--- src/rtl/alu_seq_pkg.sv ---
// Shared definitions for the ALU command sequencer: ALU opcode encodings,
// sequencer FSM states and the width of one buffered command record.
package alu_seq_pkg;

    localparam int unsigned OP_W = 4;

    // Opcode encodings, identical to the accumulating ALU.
    localparam logic [OP_W-1:0] OP_NOOP  = 4'b0000;
    localparam logic [OP_W-1:0] OP_ADD   = 4'b0001;
    localparam logic [OP_W-1:0] OP_SUB   = 4'b0010;
    localparam logic [OP_W-1:0] OP_MULT  = 4'b0011;
    localparam logic [OP_W-1:0] OP_DIV   = 4'b0100;
    localparam logic [OP_W-1:0] OP_AND   = 4'b0101;
    localparam logic [OP_W-1:0] OP_OR    = 4'b0110;
    localparam logic [OP_W-1:0] OP_XOR   = 4'b0111;
    localparam logic [OP_W-1:0] OP_NOT   = 4'b1000;
    localparam logic [OP_W-1:0] OP_RESET = 4'b1111;

    typedef enum logic [2:0] {
        ST_IDLE  = 3'd0,
        ST_CLEAR = 3'd1,
        ST_FIRST = 3'd2,
        ST_WARM  = 3'd3,
        ST_ISSUE = 3'd4,
        ST_HOLD  = 3'd5
    } state_t;

    // Command record {op, a, b, last}.
    function automatic int unsigned cmd_width(int unsigned w);
        return OP_W + 2 * w + 1;
    endfunction

endpackage

--- src/rtl/alu_cmd_sequencer_if.sv ---
// Command and result handshake bundle of the ALU command sequencer.
//   master : command source / result sink (testbench, decoder)
//   slave  : the sequencer
// res_err exists only when ALU_SEQ_ERR_EN is defined.
interface alu_cmd_sequencer_if #(
    parameter int unsigned W = 16
);
    logic         cmd_valid;
    logic         cmd_ready;
    logic [3:0]   cmd_op;
    logic [W-1:0] cmd_a;
    logic [W-1:0] cmd_b;
    logic         cmd_last;
    logic         res_valid;
    logic         res_ready;
    logic [W-1:0] res_data;
    logic [7:0]   res_count;
`ifdef ALU_SEQ_ERR_EN
    logic         res_err;
`endif

    modport master (
        output cmd_valid, cmd_op, cmd_a, cmd_b, cmd_last, res_ready,
        input  cmd_ready, res_valid, res_data, res_count
`ifdef ALU_SEQ_ERR_EN
        , input res_err
`endif
    );

    modport slave (
        input  cmd_valid, cmd_op, cmd_a, cmd_b, cmd_last, res_ready,
        output cmd_ready, res_valid, res_data, res_count
`ifdef ALU_SEQ_ERR_EN
        , output res_err
`endif
    );

endinterface

--- src/rtl/alu_cmd_sequencer_fifo.sv ---
// alu_cmd_fifo: synchronous command FIFO with full/empty flags.
//   clk, clear_n : clock, synchronous active-low clear (empties the FIFO)
//   push, wdata  : write request / record; ignored when full
//   pop, rdata   : read request / head record; ignored when empty
//   full, empty  : occupancy flags
module alu_cmd_fifo
    import alu_seq_pkg::*;
#(
    parameter int unsigned W     = 16,
    parameter int unsigned DEPTH = 4,
    parameter int unsigned AW    = 2
) (
    input  logic                clk,
    input  logic                clear_n,
    input  logic                push,
    input  logic [OP_W+2*W:0]   wdata,
    input  logic                pop,
    output logic [OP_W+2*W:0]   rdata,
    output logic                full,
    output logic                empty
);

    logic [OP_W+2*W:0] mem [DEPTH];
    logic [AW-1:0]     wptr;
    logic [AW-1:0]     rptr;
    logic [AW:0]       cnt;
    logic              do_push;
    logic              do_pop;

    assign full    = (cnt == (AW+1)'(DEPTH));
    assign empty   = (cnt == '0);
    assign do_push = push & ~full;
    assign do_pop  = pop & ~empty;
    assign rdata   = mem[rptr];

    // Pointers wrap naturally at DEPTH (power of two).
    always_ff @(posedge clk) begin
        if (!clear_n) begin
            wptr <= '0;
            rptr <= '0;
            cnt  <= '0;
        end else begin
            if (do_push) wptr <= wptr + AW'(1);
            if (do_pop)  rptr <= rptr + AW'(1);
            case ({do_push, do_pop})
                2'b10:   cnt <= cnt + (AW+1)'(1);
                2'b01:   cnt <= cnt - (AW+1)'(1);
                default: cnt <= cnt;
            endcase
        end
    end

    // Storage needs no reset; occupancy is tracked by cnt.
    always_ff @(posedge clk) begin
        if (do_push) mem[wptr] <= wdata;
    end

endmodule

--- src/rtl/alu_cmd_sequencer.sv ---
// alu_cmd_sequencer: buffers ALU commands, groups them into chains, clears
// the ALU per chain, issues one op per cycle after the ALU warm-up and
// returns each chain's final accumulated result.
//   clk, clear_n          : clock, synchronous active-low reset
//   cmd_if (slave)        : cmd_valid/ready/op/a/b/last, res_valid/ready/data/count
//   alu_clear/opcode/input1/input2 : combinational drive to the ALU
//   alu_out, alu_has_last : ALU result (same cycle) and warm-up flag
// Optional: ALU_SEQ_ERR_EN adds cmd_if.res_err and squashes illegal ops
// (opcodes 1001-1110, DIV by zero) to NOOP.
module alu_cmd_sequencer
    import alu_seq_pkg::*;
#(
    parameter int unsigned W     = 16,
    parameter int unsigned DEPTH = 4,
    parameter int unsigned AW    = 2
) (
    input  logic                 clk,
    input  logic                 clear_n,
    alu_cmd_sequencer_if.slave   cmd_if,
    output logic                 alu_clear,
    output logic [3:0]           alu_opcode,
    output logic [W-1:0]         alu_input1,
    output logic [W-1:0]         alu_input2,
    input  logic [W-1:0]         alu_out,
    input  logic                 alu_has_last
);

    localparam int unsigned CW = cmd_width(W);

    state_t          state_q, state_d;
    logic [CW-1:0]   head;
    logic [CW-1:0]   wdata;
    logic            full, empty, pop, capture;
    logic [3:0]      head_op, fwd_op;
    logic [W-1:0]    head_a, head_b;
    logic            head_last;
    logic [W-1:0]    res_data_q;
    logic [7:0]      count_q;

    assign wdata     = {cmd_if.cmd_op, cmd_if.cmd_a, cmd_if.cmd_b, cmd_if.cmd_last};
    assign head_op   = head[CW-1 -: OP_W];
    assign head_a    = head[CW-OP_W-1 -: W];
    assign head_b    = head[W:1];
    assign head_last = head[0];

    alu_cmd_fifo #(.W(W), .DEPTH(DEPTH), .AW(AW)) u_fifo (
        .clk     (clk),
        .clear_n (clear_n),
        .push    (cmd_if.cmd_valid),
        .wdata   (wdata),
        .pop     (pop),
        .rdata   (head),
        .full    (full),
        .empty   (empty)
    );

`ifdef ALU_SEQ_ERR_EN
    logic head_bad;
    logic err_q;

    assign head_bad = ((head_op >= 4'b1001) && (head_op <= 4'b1110)) ||
                      ((head_op == OP_DIV) && (head_b == '0));
    assign fwd_op   = head_bad ? OP_NOOP : head_op;
    assign cmd_if.res_err = err_q;

    // Error flag accumulates over the chain; cleared as a new chain starts.
    always_ff @(posedge clk) begin
        if (!clear_n)                 err_q <= 1'b0;
        else if (state_q == ST_CLEAR) err_q <= 1'b0;
        else if (pop && head_bad)     err_q <= 1'b1;
    end
`else
    assign fwd_op = head_op;
`endif

    assign cmd_if.cmd_ready = ~full;
    assign cmd_if.res_valid = (state_q == ST_HOLD);
    assign cmd_if.res_data  = res_data_q;
    assign cmd_if.res_count = count_q;

    // Next state and ALU drive; ALU is held in clear while reset is asserted.
    always_comb begin
        state_d    = state_q;
        pop        = 1'b0;
        capture    = 1'b0;
        alu_clear  = ~clear_n;
        alu_opcode = OP_NOOP;
        alu_input1 = '0;
        alu_input2 = '0;
        case (state_q)
            ST_IDLE: begin
                if (!empty) state_d = ST_CLEAR;
            end
            ST_CLEAR: begin
                alu_clear = 1'b1;
                state_d   = ST_FIRST;
            end
            ST_FIRST, ST_ISSUE: begin
                if (!empty) begin
                    pop        = 1'b1;
                    alu_opcode = fwd_op;
                    alu_input1 = head_a;
                    alu_input2 = head_b;
                    if (head_last) begin
                        capture = 1'b1;
                        state_d = ST_HOLD;
                    end else if (state_q == ST_FIRST) begin
                        state_d = ST_WARM;
                    end
                end
            end
            ST_WARM: begin
                if (alu_has_last) state_d = ST_ISSUE;
            end
            ST_HOLD: begin
                if (cmd_if.res_ready) state_d = ST_IDLE;
            end
            default: state_d = ST_IDLE;
        endcase
    end

    // State, result and saturating op count.
    always_ff @(posedge clk) begin
        if (!clear_n) begin
            state_q    <= ST_IDLE;
            res_data_q <= '0;
            count_q    <= '0;
        end else begin
            state_q <= state_d;
            if (pop) begin
                if (state_q == ST_FIRST)  count_q <= 8'd1;
                else if (count_q != 8'hFF) count_q <= count_q + 8'd1;
            end
            if (capture) res_data_q <= alu_out;
        end
    end

endmodule

--- src/flat_wrapper.sv ---
// flat-port wrapper written by rule: the top's interface ports become plain ports
module alu_cmd_sequencer_flat import alu_seq_pkg::*;
#(
    parameter int unsigned W     = 16,
    parameter int unsigned DEPTH = 4,
    parameter int unsigned AW    = 2
)
  (clk, clear_n, alu_clear, alu_opcode, alu_input1, alu_input2, alu_out, alu_has_last, cmd_if_cmd_valid, cmd_if_cmd_op, cmd_if_cmd_a, cmd_if_cmd_b, cmd_if_cmd_last, cmd_if_res_ready, cmd_if_cmd_ready, cmd_if_res_valid, cmd_if_res_data, cmd_if_res_count);
  alu_cmd_sequencer_if #(.W(W)) cmd_if_i ();
  input  logic clk;
  input  logic clear_n;
  output logic alu_clear;
  output logic [3:0] alu_opcode;
  output logic [W-1:0] alu_input1;
  output logic [W-1:0] alu_input2;
  input  logic [W-1:0] alu_out;
  input  logic alu_has_last;
  input wire logic [$bits(cmd_if_i.cmd_valid)-1:0] cmd_if_cmd_valid;
  input wire logic [$bits(cmd_if_i.cmd_op)-1:0] cmd_if_cmd_op;
  input wire logic [$bits(cmd_if_i.cmd_a)-1:0] cmd_if_cmd_a;
  input wire logic [$bits(cmd_if_i.cmd_b)-1:0] cmd_if_cmd_b;
  input wire logic [$bits(cmd_if_i.cmd_last)-1:0] cmd_if_cmd_last;
  input wire logic [$bits(cmd_if_i.res_ready)-1:0] cmd_if_res_ready;
  output wire logic [$bits(cmd_if_i.cmd_ready)-1:0] cmd_if_cmd_ready;
  output wire logic [$bits(cmd_if_i.res_valid)-1:0] cmd_if_res_valid;
  output wire logic [$bits(cmd_if_i.res_data)-1:0] cmd_if_res_data;
  output wire logic [$bits(cmd_if_i.res_count)-1:0] cmd_if_res_count;
  assign cmd_if_i.cmd_valid = cmd_if_cmd_valid;
  assign cmd_if_i.cmd_op = cmd_if_cmd_op;
  assign cmd_if_i.cmd_a = cmd_if_cmd_a;
  assign cmd_if_i.cmd_b = cmd_if_cmd_b;
  assign cmd_if_i.cmd_last = cmd_if_cmd_last;
  assign cmd_if_i.res_ready = cmd_if_res_ready;
  assign cmd_if_cmd_ready = cmd_if_i.cmd_ready;
  assign cmd_if_res_valid = cmd_if_i.res_valid;
  assign cmd_if_res_data = cmd_if_i.res_data;
  assign cmd_if_res_count = cmd_if_i.res_count;
  alu_cmd_sequencer #(.W(W), .DEPTH(DEPTH), .AW(AW)) u_core (.clk(clk), .clear_n(clear_n), .cmd_if(cmd_if_i), .alu_clear(alu_clear), .alu_opcode(alu_opcode), .alu_input1(alu_input1), .alu_input2(alu_input2), .alu_out(alu_out), .alu_has_last(alu_has_last));
endmodule
--- config.mk ---
export PLATFORM = sky130hd
export DESIGN_NAME = alu_cmd_sequencer_flat
export DESIGN_NICKNAME = d
export VERILOG_FILES = /design/src/rtl/alu_seq_pkg.sv /design/src/rtl/alu_cmd_sequencer_if.sv /design/src/rtl/alu_cmd_sequencer_fifo.sv /design/src/rtl/alu_cmd_sequencer.sv /design/src/flat_wrapper.sv
export SDC_FILE = /design/constraint.sdc
export NUM_CORES = 1
export LEC_CHECK = 0
export CAP_MARGIN = 5
export CORE_MARGIN = 1.5
export CORE_UTILIZATION = 30
export CTS_CLUSTER_DIAMETER = 60
export DETAILED_ROUTE_END_ITERATION = 10
export PLACE_DENSITY_LB_ADDON = 0.12
export SYNTH_ARGS = -nofsm -noshare
export SYNTH_HDL_FRONTEND = slang
export SYNTH_SLANG_ARGS = --single-unit
--- constraint.sdc ---
create_clock -name clk -period 6.4 [get_ports clk]
set_input_delay 0.64 -clock clk [delete_from_list [all_inputs] [get_ports clk]]
set_output_delay 0.64 -clock clk [all_outputs]
set_load 0.02 [all_outputs]
==> out/results.txt, run 1 <==
pin count of the biggest net entering global routing: 38
most numerous cell in the Yosys netlist: edfxtp_1
clk_lat worst skew: 420 ps
Area Growth Syn to Fin: 29.0%
synthesized area: 0.00725 mm^2
antenna cells: 0
Req. time, crit path: 5760 ps
Final Setup Violations: 0
Sink Count: 184
Final nets: 597
top cells by area, synth: edfxtp_1 (61%), mux4_2 (11%), dfxtp_1 (9.9%), and2_1 (3.3%), mux2i_1 (2.5%)
fin worst setup slack: 2640 ps
Slew Limit Headroom: 24.8%
status: finished, final reports clean
Final Skew: 8.15 ps
cell family with most CP delay: buffers and inverters
CTS Buffer Depth: 2
DR pass1 iterations: 6
Post-CTS Hold Fix Bufs: 0
post-DR wirelength/cell: 17.3 um
Hold Violations, Final: 0
CP Class: flip-flop to output pin
Root Buffer: clkbuf_16
Post-Syn Nets: 479
synth cell count leaders: edfxtp_1 (148), and2_1 (38), dfxtp_1 (36), mux4_2 (35), nor2_1 (22)
Rows: 56
max_cap viols: 0
ANT nets after route: 0
pins over their slew limit: 0
Internal: 2.33 mW
DP Worst Slack: 3030 ps
htree depth: 4
Post-synth top flop: edfxtp_1
Reg area: 0.00517 mm^2
Setup crit end kind: output pin
die area: 0.0251 mm^2
post-synth cell types: 43
drc violations: 0
total track usage: 12.8%
Fillers: 2244
Synth async-reset ratio: 0%
width of the die: 158 um
RSZ-0062 raised after global routing: false
CP Launch Type: flip-flop
vias in the first global route: 4280
multi-input logic area: 0.00192 mm^2
Leak: 3.09 nW
Max Clock Freq: 266 MHz
routed vias: 3935
layout cells sized above 1: 14.1%
total grt overflow: 0
Iter 0 DRT Violations: 245
Tmin final: 3760 ps
post-synth top area share: 61.3%
dpl hpwl: 8.88 mm
GP Congestion: 0.729
Hold WS: 488 ps
Buf/Inv on CP: 3
Critical Path Max Stage Delay: 610 ps
CTS clk-pin slew, worst paths: 70 ps
input/output buffers: 120
Crit path arrival time: 3120 ps
cell taking the most area after synthesis: edfxtp_1
FF+latch count, synth: 184
worst hold path type: flip-flop to flip-flop
DRT Wirelength: 14.9 mm
worst-path fanout max: 25
I/O Pins: 121
CORE AREA: 0.0236 mm^2
fraction of the cycle the final worst path needs: 58.7%
Mapped Cells: 414
CTS tree: built
number of CTS-inserted buffers: 17
starting density of the core: 30.7%
Peak supply drop: 0.135 mV
EDFF count, synth: 148
Worst-Margin Slew: 1130 ps
CP Cell Sequence: xnor2_1 > or3_1 > inv_1 > buf_16 > and2_1 > clkdlybuf4s50_1
setup_tns: 0 ps
PwrDens: 347 mW/mm^2
clock power share: 31.7%
sequential share of the synthesized area: 71.3%
combinational power share: 21.4%
sw frac: 28.1%
number of vias per cell: 4.55
first-pass GRT wire length: 23.4 mm
Post-CTS Resized: 0
Sequential Power Share: 46.9%
slowest CP cell: clkdlybuf4s50_1
Syn Area/Cell: 17.5 um^2
Net Switching: 0.913 mW
initial antenna violation count: 0
post-CTS setup buffer count: 0
Synth warnings: 0
Die Ht: 158 um
==> metal layers <==
metal / vias up / wire [um] / track usage [%]
li1: 1837 / - / -
met1: 1982 / 6660 / 15.7
met2: 109 / 7300 / 21.4
met3: 7 / 852 / 4.35
met4: 0 / 126 / 3.83
met5: - / 0 / 0
==> final timing paths <==
path                                            from                                       to  slack [ps]  depth (start not counted)
min reg2reg  u_core.cmd_if.res_count[7]$_SDFFE_PN0P_  u_core.cmd_if.res_count[7]$_SDFFE_PN0P_         490                          2
min          u_core.cmd_if.res_count[7]$_SDFFE_PN0P_  u_core.cmd_if.res_count[7]$_SDFFE_PN0P_         490                          2
max                   u_core.state_q[1]$_SDFFE_PN0P_                            alu_opcode[3]        2640                          6
max reg2reg           u_core.state_q[1]$_SDFFE_PN0P_        u_core.u_fifo.cnt[2]$_SDFFE_PN0P_        3250                          9
==> power by group through the flow <==
stage	registers, mW	clock network [mW]	logic (mW)
6_report	1.52	1.03	0.695
5_1_grt	1.55	1.11	0.763
4_1_cts	1.53	1.06	0.712
3_5_place_dp	1.55	0	0.707
3_3_place_gp	1.55	0	0.685
2_1_floorplan	1.49	0	0.484
==> registers in the layout, summed over array words and instances, names as in the netlist, named ones only <==
name	cells
u_core.u_fifo.mem	148
u_core.u_fifo.rptr	2
u_core.cmd_if.res_count	8
u_core.cmd_if.res_data	16
u_core.u_fifo.cnt	3
u_core.u_fifo.wptr	2
u_core.state_q	3
==> per-stage QoR <==
step | instances | power (mW) | utilization (%) | area [um^2]
floorplan | 414 | 1.97 | - | 7250
global placement | 831 | 2.23 | 37.0 | 8740
detailed placement | 832 | 2.26 | 37.1 | 8770
CTS | 864 | 3.30 | 39.6 | 9350
global route | 864 | 3.42 | 39.6 | 9350
finish | 864 | 3.24 | 39.6 | 9350
==> tightest hold or removal path, cell delays in order, from the launching register on <==
cell and delay, ps:
dfxtp_1 330, nand2_1 60, mux2i_1 50
==> cells in the final DEF (no fill, tap or decap), types with 5 or more instances in the layout <==
master             n
dfxtp_1           34
clkbuf_16         17
o21ai_0            6
mux4_2            35
mux2i_1           18
or3_1              5
nand3_1            5
a21oi_1           12
and2_1            38
nor2_1            22
clkdlybuf4s50_1  120
edfxtp_1         148
ha_1               6
inv_6              6
inv_1             14
==> kinds of logic (layout without fill, tap and decap cells) <==
group,Yosys count,after routing,share of synthesized area (%)
buffers and inverters,36,167,2.31
DFF,184,184,71.3
muxes,55,55,14.1
xor gates and xnor gates,5,5,0.604
and+or+nand+nor,97,97,7.82
AOI/OAI and AO/OA,30,30,2.59
adders and majority gates,7,7,1.31
==> layout make-up <==
cell class                 count  share of cell area (%)
clock buffer                  17                    4.55
clock inverter                15                    1.63
inverter                      14                   0.562
multi-input combinational    194                    20.5
sequential                   184                    55.3
tap                          319                    4.27
timing repair buffer         121                    13.1
Note: power is estimated with default switching activity, not from simulation.
==> inputs of run 2 (changes only) <==
==> constraint.sdc (replaced) <==
create_clock -name clk -period 3.6 [get_ports clk]
set_input_delay 0.36 -clock clk [delete_from_list [all_inputs] [get_ports clk]]
set_output_delay 0.36 -clock clk [all_outputs]
set_load 0.02 [all_outputs]
==> run 2 against run 1 <==
Sequential power is 75% higher. Highest routed layer unchanged. Cell area is 0.19% higher. Clock power is 67% higher. Sequential cell count stayed put. Largest power group unchanged.
==> out/results.txt, run 2 (same netlist as run 1, synthesis figures left out) <==
post-DR wirelength/cell: 17.6 um (+2.0%)
vias in the first global route: 4223 (-1.3%)
CP Cell Sequence: xnor2_1 > or3_1 > inv_1 > buf_4 > and2_1 > clkdlybuf4s50_1
Peak supply drop: 0.251 mV (+86%)
pin count of the biggest net entering global routing: 30 (-21%)
Die Ht: 158 um (unchanged)
Final Setup Violations: 0 (unchanged)
total track usage: 12.9% (+0.070 points)
number of vias per cell: 4.59 (+0.68%)
Leak: 3.10 nW (+0.42%)
dpl hpwl: 9.66 mm (+8.7%)
DR pass1 iterations: 5 (-1)
number of CTS-inserted buffers: 17 (unchanged)
I/O Pins: 121 (unchanged)
Critical Path Max Stage Delay: 610 ps (about the same)
Rows: 56 (unchanged)
Iter 0 DRT Violations: 221 (-9.8%)
width of the die: 158 um (unchanged)
pins over their slew limit: 0 (unchanged)
largest register by flop count: u_core.u_fifo.mem
GP Congestion: 0.692 (-5.0%)
Fillers: 2213 (-1.4%)
Req. time, crit path: 3240 ps (-2520 ps)
CP Class: flip-flop to output pin
initial antenna violation count: 0 (unchanged)
PwrDens: 605 mW/mm^2 (+74%)
post-CTS setup buffer count: 0 (unchanged)
Area Growth Syn to Fin: 29.2%
DRT Wirelength: 15.4 mm (+2.8%)
most frequent cells in the layout: edfxtp_1 (148), clkdlybuf4s50_1 (120), and2_1 (38)
Hold WS: 491 ps (+2.31 ps)
CP Launch Type: flip-flop
Tmin final: 3250 ps
setup_tns: 0 ps (unchanged)
max FFs per register: 148 (unchanged)
antenna cells: 0 (unchanged)
Root Buffer: clkbuf_16
slowest CP cell: clkdlybuf4s50_1
die area: 0.0251 mm^2 (unchanged)
CORE AREA: 0.0236 mm^2 (unchanged)
Buf/Inv on CP: 3 (unchanged)
layout cells sized above 1: 14.5% (+0.36 points)
Setup crit end kind: output pin
CTS clk-pin slew, worst paths: 60 ps (about the same)
worst hold path type: flip-flop to flip-flop
clk_lat worst skew: 420 ps (about the same)
cell family with most CP delay: buffers and inverters
Hold Violations, Final: 0 (unchanged)
total grt overflow: 0 (unchanged)
fraction of the cycle the final worst path needs: 90.3%
drc violations: 0 (unchanged)
Worst-Margin Slew: 1080 ps (-50.8 ps)
max_cap viols: 0 (unchanged)
CTS tree: built
Slew Limit Headroom: 27.7% (+2.8 points)
worst-path fanout max: 27 (+8.0%)
Final Skew: 9.99 ps (+1.84 ps)
Post-CTS Hold Fix Bufs: 0 (unchanged)
Sink Count: 184 (unchanged)
ANT nets after route: 0 (unchanged)
status: finished, final reports clean
routed vias: 3994 (+1.5%)
commonest non-fill, non-tap cell in the layout: edfxtp_1
htree depth: 4 (unchanged)
Pwr Total: 5.67 mW (+75%)
first-pass GRT wire length: 23.5 mm (+0.18%)
Final nets: 606 (+1.5%)
Post-CTS Resized: 0 (unchanged)
Max Clock Freq: 308 MHz
input/output buffers: 120 (unchanged)
RSZ-0062 raised after global routing: false
Crit path arrival time: 2890 ps (-230 ps)
starting density of the core: 30.7% (unchanged)
CTS Buffer Depth: 2 (unchanged)
## run 2: cell count changes in the layout (fill, tap and decap cells not counted), moves of 3 or more
| cell | previous run | this run |
|---|---|---|
| buf_4 | 0 | 9 |
| inv_6 | 6 | 2 |
| inv_8 | 3 | 0 |
| clkbuf_1 | 0 | 3 |
## run 2: tightest hold or removal path: cells and delay by family, from the launching register on
kind	cells	cell delay, ps
AO/OA/AOI/OAI	2	140
flip-flops	1	300
## run 2: cell type report
class	count	area (um^2)	area share, %
clock buffers	20	437	4.66
clock inverters	10	98.8	1.06
inverters	14	52.6	0.561
multi-input cells	194	1920	20.5
flip-flops and latches	184	5170	55.2
well taps	319	399	4.26
repair buffers	130	1290	13.8
## run 2: final timing paths
| check | cells after the start | from | end | slack [ps] |
|---|---|---|---|---|
| max | 6 | u_core.state_q[1]$_SDFFE_PN0P_ | alu_input1[8] | 350 |
| max reg2reg | 10 | u_core.state_q[1]$_SDFFE_PN0P_ | u_core.u_fifo.cnt[2]$_SDFFE_PN0P_ | 700 |
| min reg2reg | 2 | u_core.u_fifo.rptr[1]$_SDFFE_PN0P_ | flip-flop | 490 |
| min | 2 | u_core.u_fifo.rptr[1]$_SDFFE_PN0P_ | flip-flop | 490 |
## run 2: report_power, final
group | leakage [nW] | switching (mW) | internal (mW) | total, mW
logic | 1.20 | 0.638 | 0.659 | 1.30
clock network | 0.247 | 0.768 | 0.949 | 1.72
registers | 1.65 | 0.142 | 2.51 | 2.66
total | 3.10 | 1.55 | 4.12 | 5.67
## run 2: per-stage QoR
step	cell area [um^2]	utilization, %	worst slack, ps	cells
finish	9370	39.7	350	871
CTS	9370	39.7	275	871
detailed placement	8830	37.4	689	841
global route	9370	39.7	145	871
floorplan	7250	-	1030	414
global placement	8830	37.4	792	841
## run 2: layer usage
| layer | up-vias | part of all wire [%] | global-route usage (%) |
|---|---|---|---|
| met3 | 6 | 5.7 | 4.00 |
| met4 | 0 | 0.66 | 3.69 |
| li1 | 1855 | - | - |
| met5 | - | 0 | 0 |
| met1 | 2026 | 44 | 15.8 |
| met2 | 107 | 50 | 21.8 |
